--- src/rtl/cpu_types_pkg.sv ---
// cpu_types_pkg: shared CPU types, pipeline controller states and latch-control encodings.
package cpu_types_pkg;
    typedef logic [4:0]  regbits_t;
    typedef logic [31:0] word_t;
    typedef enum logic [1:0] {RUN, DWAIT, DRAIN, HALTED} ctrl_state_t;
    localparam int DRAIN_CYCLES_DEF = 2;
    localparam int DRAIN_W = $clog2(DRAIN_CYCLES_DEF + 1);
    typedef struct packed {
        logic pc_en;
        logic ifid_en;
        logic idex_en;
        logic exm_en;
        logic mwb_en;
        logic ifid_flush;
        logic idex_flush;
        logic exm_flush;
        logic mwb_flush;
    } ctrl_t;
    // Flush beats enable inside a latch, so enables under a flush are don't-care (left at 1).
    localparam ctrl_t CTL_RUN    = 9'b1_1111_0000;
    localparam ctrl_t CTL_FREEZE = 9'b0_0000_0000;
    localparam ctrl_t CTL_SQUASH = 9'b1_1111_1100;
    localparam ctrl_t CTL_LU     = 9'b0_0111_0100;
    localparam ctrl_t CTL_IMISS  = 9'b0_1111_1000;
    localparam ctrl_t CTL_DRAIN  = 9'b0_0001_1110;
    localparam ctrl_t CTL_RESET  = 9'b0_0000_1111;
endpackage

--- src/rtl/hazard_detect.sv ---
// hazard_detect: combinational load-use compare; register 0 never hazards.
module hazard_detect
    import cpu_types_pkg::*;
(
    input  logic     ex_MemRead,
    input  regbits_t ex_Wsel,
    input  regbits_t id_rs,
    input  regbits_t id_rt,
    output logic     load_use
);
    assign load_use = ex_MemRead && ex_Wsel != '0 && (ex_Wsel == id_rs || ex_Wsel == id_rt);
endmodule

--- src/rtl/pipeline_ctrl.sv ---
// pipeline_ctrl: hazard/sequencing controller for the 5-stage pipeline.
// Define PIPE_CTRL_PERF_EN to add saturating stall_cnt/flush_cnt outputs.
module pipeline_ctrl
    import cpu_types_pkg::*;
#(
    parameter int DRAIN_CYCLES = DRAIN_CYCLES_DEF
) (
    input  logic        CLK,
    input  logic        nRST,
    input  logic        ihit,
    input  logic        dhit,
    input  logic        mem_dREN,
    input  logic        mem_dWEN,
    input  logic        mem_halt,
    input  logic        ex_MemRead,
    input  regbits_t    ex_Wsel,
    input  regbits_t    id_rs,
    input  regbits_t    id_rt,
    input  logic        ex_pcsrc,
    output logic        pc_en,
    output logic        ifid_en,
    output logic        idex_en,
    output logic        exm_en,
    output logic        mwb_en,
    output logic        ifid_flush,
    output logic        idex_flush,
    output logic        exm_flush,
    output logic        mwb_flush,
    output logic        halt,
    output ctrl_state_t state_o
`ifdef PIPE_CTRL_PERF_EN
    ,
    output word_t       stall_cnt,
    output word_t       flush_cnt
`endif
);
    localparam int CW = $clog2(DRAIN_CYCLES + 1);

    ctrl_state_t   state_q, state_d;
    logic [CW-1:0] cnt_q, cnt_d;
    ctrl_t         ctl, normal;
    logic          load_use;

    hazard_detect u_hazard (
        .ex_MemRead (ex_MemRead),
        .ex_Wsel    (ex_Wsel),
        .id_rs      (id_rs),
        .id_rt      (id_rt),
        .load_use   (load_use)
    );

    // Redirect outranks load-use, which outranks an I-cache miss.
    assign normal = ex_pcsrc ? CTL_SQUASH : load_use ? CTL_LU : !ihit ? CTL_IMISS : CTL_RUN;

    always_comb begin
        ctl     = CTL_FREEZE;
        state_d = state_q;
        cnt_d   = cnt_q;
        unique case (state_q)
            RUN: begin
                if (mem_halt) begin
                    ctl     = CTL_DRAIN;
                    state_d = DRAIN;
                    cnt_d   = '0;
                end else if ((mem_dREN || mem_dWEN) && !dhit) begin
                    state_d = DWAIT;
                end else begin
                    ctl = normal;
                end
            end
            DWAIT: begin
                ctl     = dhit ? normal : CTL_FREEZE;
                state_d = dhit ? RUN : DWAIT;
            end
            DRAIN: begin
                ctl     = CTL_DRAIN;
                state_d = (cnt_q == CW'(DRAIN_CYCLES - 1)) ? HALTED : DRAIN;
                cnt_d   = (cnt_q == CW'(DRAIN_CYCLES - 1)) ? '0 : cnt_q + 1'b1;
            end
            default: ctl = CTL_FREEZE;
        endcase
    end

    always_ff @(posedge CLK or negedge nRST) begin
        if (!nRST) begin
            state_q <= RUN;
            cnt_q   <= '0;
        end else begin
            state_q <= state_d;
            cnt_q   <= cnt_d;
        end
    end

    assign {pc_en, ifid_en, idex_en, exm_en, mwb_en, ifid_flush, idex_flush, exm_flush, mwb_flush} =
        nRST ? ctl : CTL_RESET;
    assign halt    = nRST && state_q == HALTED;
    assign state_o = state_q;

`ifdef PIPE_CTRL_PERF_EN
    word_t stall_q, stall_d, flush_q, flush_d;

    always_comb begin
        stall_d = (!ctl.pc_en && state_q != HALTED && stall_q != '1) ? stall_q + 1'b1 : stall_q;
        flush_d = (ctl == CTL_SQUASH && flush_q != '1) ? flush_q + 1'b1 : flush_q;
    end

    always_ff @(posedge CLK or negedge nRST) begin
        if (!nRST) begin
            stall_q <= '0;
            flush_q <= '0;
        end else begin
            stall_q <= stall_d;
            flush_q <= flush_d;
        end
    end

    assign stall_cnt = stall_q;
    assign flush_cnt = flush_q;
`endif
endmodule

--- config.mk ---
export PLATFORM = sky130hd
export DESIGN_NAME = pipeline_ctrl
export DESIGN_NICKNAME = d
export VERILOG_FILES = /design/src/rtl/cpu_types_pkg.sv /design/src/rtl/hazard_detect.sv /design/src/rtl/pipeline_ctrl.sv
export SDC_FILE = /design/constraint.sdc
export NUM_CORES = 1
export LEC_CHECK = 0
export BUFFER_PORTS_ARGS = -buffer_cell sky130_fd_sc_hd__buf_4
export CORE_AREA = 2 2 39 41
export CTS_BUF_LIST = sky130_fd_sc_hd__clkbuf_8
export DETAILED_ROUTE_END_ITERATION = 8
export DIE_AREA = 0 0 41 43
export GPL_ROUTABILITY_DRIVEN = 0
export GPL_TIMING_DRIVEN = 0
export PLACE_DENSITY_LB_ADDON = 0.08
export SLEW_MARGIN = 10
export SYNTH_ARGS = -nofsm -noshare
export SYNTH_HDL_FRONTEND = slang
export SYNTH_HIERARCHICAL = 1
export SYNTH_SLANG_ARGS = --single-unit
--- constraint.sdc ---
create_clock -name CLK -period 3.3 [get_ports CLK]
set_clock_uncertainty 0.15 [all_clocks]
set_input_delay 0.165 -clock CLK [delete_from_list [all_inputs] [get_ports CLK]]
set_output_delay 0.165 -clock CLK [all_outputs]
set_load 0.02 [all_outputs]
**Word-level counts from Yosys, hierarchy flattened**

Index checks and enable logic that the tools add are counted.

- Word-level logic and storage cells: 40
- Bits of input ports: 24
- Output and inout bits: 12
- Flip-flop bits (word level): 4

- Multiplexer cells: 16
- Equal/unequal tests: 8
- Add/sub/neg operators: 1
- Reductions and logical operators: 13

Operator list:

| kind | number |
|---|---|
| $mux W9 | 7 |
| $pmux W9 S3 | 1 |
| $eq A5 B5 Y1 | 2 |
| $mux W2 | 4 |
| $pmux W2 S3 | 1 |
| $reduce_bool A5 Y1 | 1 |
| $eq A2 B1 Y1 const B | 2 |
| $eq A2 B2 Y1 const B | 2 |
| $logic_and A1 B1 Y1 | 4 |
| $pmux W2 S2 | 1 |
| $reduce_and A2 Y1 | 2 |
| $ne A3 B3 Y1 const B | 1 |
| $reduce_bool A3 Y1 | 1 |
| $add A2 B1 Y2 const B | 1 |
| $logic_not A2 Y1 | 1 |
| $logic_or A1 B1 Y1 | 2 |
| $mux W1 | 2 |
| $ne A2 B2 Y1 const B | 1 |
| $reduce_bool A2 Y1 | 1 |
| $logic_not A1 Y1 | 1 |

**Longest topological paths before layout**

Gate-level depths: netlist of run 1.

- Depth in word-level cells: 9
- Gate-level depth with buffers: 7
- Gate-level depth less buffers: 7

**Modules after synthesis**

Netlist of run 1, hierarchy kept.

By module, submodules not included:

| module | area an instance (sq um) | instances | sequential area each (sq um) | cells an instance |
|---|---|---|---|---|
| pipeline_ctrl | 489.2 | 1 | 100.1 | 53 |
| hazard_detect | 125.1 | 1 | 0.0 | 17 |

**Least setup slack after synthesis of run 1**

No wires, ideal clock.

- Kind: reg2out
- Start: register state_q[0] (netlist: state_o[0])
- End: output idex_en
- Data required time: 2.985 ns
- Arrival: 1.610 ns
- Buffers on the path: 2
- Cell stages (with the launch flop): 8
- Setup slack: 1.375 ns
- Path through: dfrtp_1 inv_1 ha_1 buf_4 nor2b_4 o221ai_2 inv_1 buf_4

- Cells in the longest elaborated chain, start to end: 3
- Elaborated cells between the ends (all ways): 5
- Classes of those cells: eq/ne: 2; mux: 2; reduce/logical: 1

RTL lines:

| item | line | source |
|---|---|---|
| start, declared | pipeline_ctrl.sv:39 | `ctrl_state_t state_q, state_d;` |
| start signal, assigned | pipeline_ctrl.sv:89 | `state_q <= state_d;` |
| $eq A2 B2 Y1, or another cell as far along | pipeline_ctrl.sv:59 | `unique case (state_q)` |
| $pmux W9 S3 (*) | pipeline_ctrl.sv:59 |  |
| $mux W9 (*) | pipeline_ctrl.sv:95 | `nRST ? ctl : CTL_RESET;` |
| end, declared | pipeline_ctrl.sv:22 | `output logic idex_en,` |

Mark *: on every way between the ends. The rest lies on a longest branch, timed or not.

**Worst setup path in the final report of run 1**

- Start: register state_q[0] (netlist: state_o[0])
- End: output ifid_flush

- Cells in the longest elaborated chain, start to end: 3
- Elaborated cells between the ends (all ways): 5
- Classes of those cells: eq/ne: 2; mux: 2; reduce/logical: 1

RTL lines:

| item | line | source |
|---|---|---|
| $eq A2 B2 Y1, or another cell as far along | pipeline_ctrl.sv:59 |  |
| $pmux W9 S3 (*) | pipeline_ctrl.sv:59 |  |
| $mux W9 (*) | pipeline_ctrl.sv:95 |  |
| end, declared | pipeline_ctrl.sv:25 | `output logic ifid_flush,` |

Marked as above.

==> run_summary.xml, run 1 <==
<?xml version="1.0" encoding="UTF-8"?>
<metrics>
  <group name="pwr">
    <metric name="p_leak" unit="µW">0.000466</metric>
    <metric name="vdd.ir_drop.worst" unit="µV">288</metric>
    <metric name="power-per-cell-area" unit="mW/mm²">686</metric>
  </group>
  <group name="synth">
    <metric name="ys_async_sr_fraction" unit="%">100</metric>
    <metric name="synth.cell_area" unit="µm²">614</metric>
    <metric name="yosys_warnings" unit="">6</metric>
    <metric name="synth_sequential_area_ratio" unit="%">16.3</metric>
    <metric name="edff_count_synth" unit="">0</metric>
    <metric name="synth.top_cells.by_area" unit="">sky130_fd_sc_hd__dfrtp_1 16%, sky130_fd_sc_hd__ha_1 10%, sky130_fd_sc_hd__xor2_1 10%, sky130_fd_sc_hd__xnor2_1 5.7%, sky130_fd_sc_hd__a21oi_1 4.9%</metric>
    <metric name="synthDominantAreaCellType" unit="">sky130_fd_sc_hd__dfrtp_1</metric>
    <metric name="synth_fp_nets" unit="">99</metric>
    <metric name="synth_flop_cell" unit="">sky130_fd_sc_hd__dfrtp_1</metric>
    <metric name="netlist-cell-type-count" unit="">32</metric>
    <metric name="synthesis.area_per_instance" unit="µm²">8.78</metric>
    <metric name="yosys.area.top_type_share" unit="%">16.3</metric>
    <metric name="synth.cells.most_frequent" unit="">7 x sky130_fd_sc_hd__xor2_1, 6 x sky130_fd_sc_hd__a21oi_1, 6 x sky130_fd_sc_hd__inv_1</metric>
    <metric name="postSynthRegisterBits" unit="">4</metric>
    <metric name="synthMostInstantiatedCell" unit="">sky130_fd_sc_hd__xor2_1</metric>
    <metric name="netlist_instances" unit="">70</metric>
  </group>
  <group name="clocking">
    <metric name="cts_resized" unit="">0</metric>
    <metric name="max-clock-path-buffers" unit="">2</metric>
    <metric name="cts_post_setup_buffers_inserted" unit="">0</metric>
    <metric name="clock_latency" unit="ps">220</metric>
    <metric name="cts_hold_buffers" unit="">1</metric>
    <metric name="clock_transition_at_the_registers_of_the_reported_paths" unit="ps">30</metric>
    <metric name="cts.sinks" unit="">4</metric>
    <metric name="tritoncts.num_buffers" unit="">3</metric>
    <metric name="cts-root-buf" unit="">sky130_fd_sc_hd__clkbuf_8</metric>
    <metric name="h_tree_depth" unit="">1</metric>
    <metric name="cts_tree" unit="">yes</metric>
  </group>
  <group name="floorplan">
    <metric name="fp-row-count" unit="">14</metric>
    <metric name="ioPinCount" unit="">36</metric>
    <metric name="die_area" unit="mm²">0.00176</metric>
    <metric name="initial_core_util" unit="%">44.4</metric>
    <metric name="die_width" unit="µm">41</metric>
    <metric name="floorplan.die.height" unit="µm">43</metric>
    <metric name="fp.coreArea" unit="mm²">0.00138</metric>
  </group>
  <group name="layout">
    <metric name="nFillCells" unit="">132</metric>
    <metric name="layout-drive-gt1-share" unit="%">44.4</metric>
    <metric name="antenna_cells_inserted" unit="">0</metric>
    <metric name="multiInputGateArea" unit="µm²">460</metric>
    <metric name="area_growth_syn_to_layout" unit="%">53.2</metric>
    <metric name="regArea" unit="µm²">100</metric>
    <metric name="finalCoreUtilization" unit="%">68.0</metric>
    <metric name="layout.nets" unit="">139</metric>
  </group>
  <group name="timing">
    <metric name="clock.fmax" unit="MHz">461</metric>
    <metric name="worst_slew_pin_slew" unit="ps">393</metric>
    <metric name="timing.hold.ws" unit="ps">148</metric>
    <metric name="rsz0062_at_grt" unit="">false</metric>
    <metric name="timing.slew.headroom" unit="%">73.1</metric>
    <metric name="final_hold_viol_count" unit="">0</metric>
    <metric name="timing.setup.tns" unit="ps">0</metric>
    <metric name="final_clock_period_utilization_by_the_worst_path" unit="%">65.8</metric>
    <metric name="period_needed" unit="ps">2170</metric>
    <metric name="timing_max_transition_violations_final" unit="">0</metric>
    <metric name="endpoints_failing_setup" unit="">0</metric>
  </group>
  <group name="drt">
    <metric name="avgViaCountPerCell" unit="">5.23</metric>
    <metric name="avgRoutedWirePerCell" unit="µm">11.6</metric>
    <metric name="initialDrtViolationCount" unit="">5</metric>
    <metric name="final_routed_drc_violation_total" unit="">0</metric>
    <metric name="detailedRoute.firstPassIterationCount" unit="">4</metric>
    <metric name="ant_nets" unit="">0</metric>
    <metric name="routed_wl" unit="mm">1.44</metric>
    <metric name="total_vias_in_the_final_route" unit="">648</metric>
  </group>
  <group name="min_path">
    <metric name="hold_path_class" unit="">input port to asynchronous set/reset pin</metric>
  </group>
  <group name="grt">
    <metric name="grtUsageTotal" unit="%">17.2</metric>
    <metric name="largest_net_degree_at_the_start_of_global_routing" unit="">11</metric>
    <metric name="first_global_vias" unit="">568</metric>
    <metric name="grt_pass1_wl" unit="mm">2.14</metric>
    <metric name="grt_antenna_before_repair" unit="">0</metric>
    <metric name="total_congestion_overflow" unit="">0</metric>
  </group>
  <group name="setup_path">
    <metric name="timing.critical_path.to_type" unit="">output port</metric>
    <metric name="crit_fanout" unit="">9</metric>
    <metric name="rr_worst_depth" unit="">6</metric>
    <metric name="crit_type" unit="">flop to output port</metric>
    <metric name="worst_ep_required_time" unit="ps">2980</metric>
    <metric name="critical_path_arrival" unit="ps">1860</metric>
    <metric name="timing.rr.end" unit="">state_o[0]</metric>
    <metric name="worst-r2r-setup-slack" unit="ps">1460</metric>
    <metric name="worstSetupStartpointType" unit="">flop</metric>
    <metric name="critical_path.reg2reg.startpoint" unit="">state_o[0]</metric>
  </group>
  <group name="status">
    <metric name="outcome" unit="">finished, final reports clean</metric>
  </group>
  <group name="placement">
    <metric name="io_buffer_count" unit="">34</metric>
    <metric name="hpwlAfterDp" unit="mm">1.18</metric>
  </group>
  <group name="job">
    <metric name="max_cap_viol_count" unit="">0</metric>
  </group>
</metrics>
[critical path: stages, from the launching register on]
cell                        delay (ps)
sky130_fd_sc_hd__dfrtp_1           460
sky130_fd_sc_hd__inv_1             100
sky130_fd_sc_hd__ha_1              200
sky130_fd_sc_hd__buf_2             180
sky130_fd_sc_hd__a2111oi_0         420
sky130_fd_sc_hd__o21ai_1           100
sky130_fd_sc_hd__buf_4             170
[cells in the final DEF (no fill, tap or decap), types with 2 or more instances in the layout]
cell type                   synthesis  routed
sky130_fd_sc_hd__ha_1               5       5
sky130_fd_sc_hd__nand2b_1           2       2
sky130_fd_sc_hd__buf_4              2      36
sky130_fd_sc_hd__a2111oi_0          2       2
sky130_fd_sc_hd__nor3_1             2       2
sky130_fd_sc_hd__mux2i_1            2       2
sky130_fd_sc_hd__xor2_1             7       7
sky130_fd_sc_hd__nand3_1            3       3
sky130_fd_sc_hd__a21oi_1            6       6
sky130_fd_sc_hd__clkbuf_8           0       3
sky130_fd_sc_hd__nor2_1             4       4
sky130_fd_sc_hd__dfrtp_1            4       4
sky130_fd_sc_hd__xnor2_1            4       4
sky130_fd_sc_hd__inv_1              6       6
sky130_fd_sc_hd__o21ai_1            3       3
[worst max path at each step]
| stage | startpoint | endpoint |
|---|---|---|
| 5_1_grt | state_o[0] | idex_flush |
| 3_3_place_gp | ex_Wsel[0] | ifid_flush |
| 6_report | state_o[0] | ifid_flush |
| 2_1_floorplan | state_o[0] | idex_en |
| 3_5_place_dp | ex_Wsel[0] | idex_flush |
| 4_1_cts | state_o[0] | idex_en |
[logic make-up (layout without fill, tap and decap cells)]
group,Yosys count,after routing,share of synthesized area [%]
AOI/OAI and AO/OA,19,19,22.8
and+or+nand+nor,18,18,20.6
xor gates and xnor gates,11,11,15.7
buffers and inverters,10,48,8.76
adders and majority gates,5,5,10.2
DFF,4,4,16.3
muxes,3,3,5.70
[layer usage]
metal  routed length [µm]  vias up  track usage [%]
met3                   97        3             1.57
met5                    0        -                0
li1                     -      321                -
met4                   31        0             10.0
met1                  574      298             19.0
met2                  738       26             29.4
[registers in the layout, summed over array words and instances (netlist names)]
name and count:
state_o 2, cnt_q 2
[cell type report]
type,instances,area share (%)
buffer,4,3.32
clock buffer,3,4.39
tap,16,2.13
multi-input combinational,56,48.9
sequential,4,10.6
timing repair buffer,35,28.2
inverter,6,2.39
[stage by stage]
stage	area (µm²)	setup slack (ps)	total power (µW)	std cells
finish	941	1130	646	124
global route	941	944	695	124
CTS	941	1120	652	124
detailed placement	890	1360	542	120
global placement	890	1350	528	120
floorplan	614	1380	402	70
[power by group]
group | internal (µW) | total (µW) | switching [µW] | leakage [µW]
Sequential | 68.2 | 95.8 | 27.6 | 0.0000512
Combinational | 216 | 443 | 227 | 0.000394
Clock | 78.1 | 107 | 28.9 | 0.0000216
(Power assumes the default switching activity.)
==> run 2: changes to the inputs <==
--- a/config.mk
+++ b/config.mk
@@ -5,11 +5,12 @@
 export SDC_FILE = /design/constraint.sdc
 export NUM_CORES = 1
 export LEC_CHECK = 0
+export ABC_AREA = 1
 export BUFFER_PORTS_ARGS = -buffer_cell sky130_fd_sc_hd__buf_4
-export CORE_AREA = 2 2 39 41
+export CORE_MARGIN = 2
+export CORE_UTILIZATION = 44
 export CTS_BUF_LIST = sky130_fd_sc_hd__clkbuf_8
 export DETAILED_ROUTE_END_ITERATION = 8
-export DIE_AREA = 0 0 41 43
 export GPL_ROUTABILITY_DRIVEN = 0
 export GPL_TIMING_DRIVEN = 0
 export PLACE_DENSITY_LB_ADDON = 0.08
==> constraint.sdc (replaced) <==
create_clock -name CLK -period 2 [get_ports CLK]
set_clock_uncertainty 0.15 [all_clocks]
set_input_delay 0.1 -clock CLK [delete_from_list [all_inputs] [get_ports CLK]]
set_output_delay 0.1 -clock CLK [all_outputs]
set_load 0.02 [all_outputs]
==> run 2 against run 1 <==
  * Clock-buffer cell count unchanged
  * Sequential cell count is the same
  * Cell count grew 35%
  * Die area decreased by 1.9%
  * Critical endpoint is now idex_flush
  * Largest cell class unchanged
  * Largest power group unchanged
==> run_summary.xml, run 2 <==
<?xml version="1.0" encoding="UTF-8"?>
<metrics>
  <group name="placement">
    <metric name="io_buffer_count" unit="">35</metric>
    <metric name="hpwlAfterDp" unit="mm">1.24</metric>
    <metric name="place.detailed.instances" unit="">163</metric>
  </group>
  <group name="layout">
    <metric name="antenna_cells_inserted" unit="">0</metric>
    <metric name="layout-drive-gt1-share" unit="%">33.6</metric>
    <metric name="area_growth_syn_to_layout" unit="%">53.9</metric>
    <metric name="layout_common_cells" unit="">36 x sky130_fd_sc_hd__nand2_1, 36 x sky130_fd_sc_hd__buf_4, 22 x sky130_fd_sc_hd__inv_1</metric>
    <metric name="layout.cells.non_filler" unit="">167</metric>
    <metric name="nFillCells" unit="">122</metric>
    <metric name="layout.nets" unit="">183</metric>
  </group>
  <group name="setup_path">
    <metric name="worst_ep_required_time" unit="ps">1750</metric>
    <metric name="crit_fanout" unit="">6</metric>
    <metric name="worstSetupStartpointType" unit="">flop</metric>
    <metric name="critical_path_arrival" unit="ps">1620</metric>
    <metric name="origin_of_the_worst_setup_path" unit="">state_o[0]</metric>
    <metric name="timing.critical_path.to_type" unit="">output port</metric>
    <metric name="critPathBufInv" unit="">3</metric>
    <metric name="critical_path.reg2reg.startpoint" unit="">state_o[0]</metric>
    <metric name="crit_type" unit="">flop to output port</metric>
    <metric name="critPathSlowestCell" unit="">sky130_fd_sc_hd__dfrtp_2</metric>
    <metric name="cp_cell_sequence" unit="">inv_1 -&gt; ha_1 -&gt; nand2_1 -&gt; inv_2 -&gt; nor2_2 -&gt; nand3_2 -&gt; nand3_1 -&gt; nand2_1 -&gt; buf_4</metric>
    <metric name="critical-path-max-stage-delay" unit="ps">410</metric>
    <metric name="critical_path_depth" unit="">9</metric>
    <metric name="rr_worst_depth" unit="">7</metric>
    <metric name="cp_top_family" unit="">simple AND/OR/NAND/NOR gates</metric>
    <metric name="cp_common_cell" unit="">sky130_fd_sc_hd__nand2_1</metric>
  </group>
  <group name="floorplan">
    <metric name="initial_core_util" unit="%">47.2</metric>
    <metric name="die_width" unit="µm">41.6</metric>
    <metric name="floorplan.die.height" unit="µm">41.6</metric>
    <metric name="ioPinCount" unit="">36</metric>
    <metric name="die_area" unit="mm²">0.00173</metric>
    <metric name="fp-row-count" unit="">13</metric>
    <metric name="fp.coreArea" unit="mm²">0.00132</metric>
  </group>
  <group name="synth">
    <metric name="synth_fp_nets" unit="">142</metric>
    <metric name="synth.cells.most_frequent" unit="">36 x sky130_fd_sc_hd__nand2_1, 22 x sky130_fd_sc_hd__inv_1, 14 x sky130_fd_sc_hd__nor2_1</metric>
    <metric name="synthesis.area_per_instance" unit="µm²">5.50</metric>
    <metric name="synthMostInstantiatedCell" unit="">sky130_fd_sc_hd__nand2_1</metric>
    <metric name="synth_flop_cell" unit="">sky130_fd_sc_hd__dfrtp_1</metric>
    <metric name="edff_count_synth" unit="">0</metric>
    <metric name="netlist-cell-type-count" unit="">19</metric>
    <metric name="netlist_instances" unit="">113</metric>
    <metric name="yosys.area.top_type_share" unit="%">21.7</metric>
    <metric name="yosys_warnings" unit="">6</metric>
    <metric name="synth.cell_area" unit="µm²">622</metric>
    <metric name="synthDominantAreaCellType" unit="">sky130_fd_sc_hd__nand2_1</metric>
    <metric name="postSynthRegisterBits" unit="">4</metric>
    <metric name="ys_async_sr_fraction" unit="%">100</metric>
    <metric name="synth_sequential_area_ratio" unit="%">16.1</metric>
    <metric name="synth.top_cells.by_area" unit="">sky130_fd_sc_hd__nand2_1 22%, sky130_fd_sc_hd__dfrtp_1 16%, sky130_fd_sc_hd__inv_1 13%, sky130_fd_sc_hd__ha_1 10%, sky130_fd_sc_hd__nor2_1 8.5%</metric>
  </group>
  <group name="pwr">
    <metric name="power_switching_share" unit="%">46.0</metric>
    <metric name="power-per-cell-area" unit="mW/mm²">994</metric>
    <metric name="vdd.ir_drop.worst" unit="µV">809</metric>
    <metric name="power_spent_charging_and_discharging_nets" unit="µW">438</metric>
    <metric name="p_int" unit="µW">514</metric>
    <metric name="p_leak" unit="µW">0.000598</metric>
    <metric name="comb_power_share" unit="%">66.6</metric>
    <metric name="power_frac_clock" unit="%">17.1</metric>
    <metric name="seq_power_share" unit="%">16.3</metric>
  </group>
  <group name="timing">
    <metric name="rsz0062_at_grt" unit="">false</metric>
    <metric name="timing.setup.tns" unit="ps">0</metric>
    <metric name="final_clock_period_utilization_by_the_worst_path" unit="%">93.4</metric>
    <metric name="clock.fmax" unit="MHz">536</metric>
    <metric name="period_needed" unit="ps">1870</metric>
    <metric name="final_hold_viol_count" unit="">0</metric>
    <metric name="endpoints_failing_setup" unit="">0</metric>
    <metric name="timing.slew.headroom" unit="%">85.2</metric>
    <metric name="timing.hold.ws" unit="ps">86.4</metric>
    <metric name="worst_slew_pin_slew" unit="ps">219</metric>
    <metric name="timing_max_transition_violations_final" unit="">0</metric>
  </group>
  <group name="min_path">
    <metric name="hold_depth" unit="">4</metric>
    <metric name="worstHoldStart" unit="">mem_halt</metric>
    <metric name="hold_path_class" unit="">input port to flop</metric>
  </group>
  <group name="drt">
    <metric name="routed_wl" unit="mm">1.42</metric>
    <metric name="avgRoutedWirePerCell" unit="µm">8.50</metric>
    <metric name="avgViaCountPerCell" unit="">4.50</metric>
    <metric name="total_vias_in_the_final_route" unit="">752</metric>
    <metric name="initialDrtViolationCount" unit="">11</metric>
    <metric name="final_routed_drc_violation_total" unit="">0</metric>
    <metric name="detailedRoute.firstPassIterationCount" unit="">4</metric>
    <metric name="ant_nets" unit="">0</metric>
  </group>
  <group name="clocking">
    <metric name="max-clock-path-buffers" unit="">2</metric>
    <metric name="h_tree_depth" unit="">1</metric>
    <metric name="clock_transition_at_the_registers_of_the_reported_paths" unit="ps">30</metric>
    <metric name="cts_post_setup_buffers_inserted" unit="">0</metric>
    <metric name="cts_tree" unit="">yes</metric>
    <metric name="cts-root-buf" unit="">sky130_fd_sc_hd__clkbuf_8</metric>
    <metric name="clock_latency" unit="ps">210</metric>
    <metric name="cts.sinks" unit="">4</metric>
    <metric name="tritoncts.num_buffers" unit="">3</metric>
  </group>
  <group name="grt">
    <metric name="total_congestion_overflow" unit="">0</metric>
    <metric name="largest_net_degree_at_the_start_of_global_routing" unit="">9</metric>
    <metric name="grt_pass1_wl" unit="mm">2.42</metric>
    <metric name="grtUsageTotal" unit="%">17.3</metric>
    <metric name="grt_antenna_before_repair" unit="">0</metric>
    <metric name="first_global_vias" unit="">639</metric>
  </group>
  <group name="status">
    <metric name="outcome" unit="">finished, final reports clean</metric>
  </group>
  <group name="job">
    <metric name="max_cap_viol_count" unit="">0</metric>
  </group>
</metrics>
==> run 2: cell type report <==
cell class | count | area (µm²) | share of cell area (%)
Multi-Input combinational cell | 81 | 413 | 43.1
Timing Repair Buffer | 36 | 273 | 28.5
Sequential cell | 4 | 103 | 10.7
Inverter | 27 | 101 | 10.6
Clock buffer | 3 | 41.3 | 4.31
Tap cell | 15 | 18.8 | 1.96
Buffer | 1 | 7.51 | 0.784
==> run 2: repair_timing <==
action	4_1_cts	5_1_grt
hold buffers	1	0
gates resized for setup	0	2
hold endpoints to repair	4	0
setup endpoints to repair	0	3
==> run 2: metal layers <==
metal | vias to the layer above | track usage [%] | part of all wire [%]
met3 | 0 | 3.04 | 5.1
li1 | 415 | - | -
met4 | 0 | 5.81 | 0
met5 | - | 0 | 0
met1 | 320 | 21.9 | 44
met2 | 17 | 29.4 | 51
==> run 2: logic make-up after synthesis <==
family          count (synthesis)  share of synthesized area (%)
buf+inv                        28                           17.5
flops                           4                           16.1
xor+xnor                        3                           4.23
simple gates                   60                           39.8
compound gates                 13                           12.3
fa+ha+maj                       5                           10.1
==> run 2: power groups by stage <==
stage	registers (µW)	logic, µW	clock network (µW)
after global placement	151	626	0
after detailed placement	152	636	0
final	155	634	163
after CTS	151	639	166
after floorplan	167	406	0
after global routing	162	705	168
==> run 2: path summary, 6_finish.rpt <==
kind                              endpoint  slack, ps
worst max register to register    cnt_q[0]        530
worst min-delay path            state_o[0]         90
max in group asynchronous       state_o[0]       1470
worst min register to register    cnt_q[1]        350
worst max-delay path            idex_flush        130
min in group asynchronous       state_o[1]        100
==> run 2: worst min-delay path: cells and delay by family <==
kind	cells	cell delay [ps]
compound gates	2	170
simple gates	1	40
buf+inv	1	90
==> run 2: per-stage QoR <==
step,instance area [µm²],power (µW),util (%),setup WS [ps]
3_5_place_dp,903,788,68.6,297
3_3_place_gp,903,777,68.6,294
2_1_floorplan,622,573,-,339
4_1_cts,955,957,72.5,68.7
6_report,957,952,72.6,133
5_1_grt,957,1040,72.6,5.51
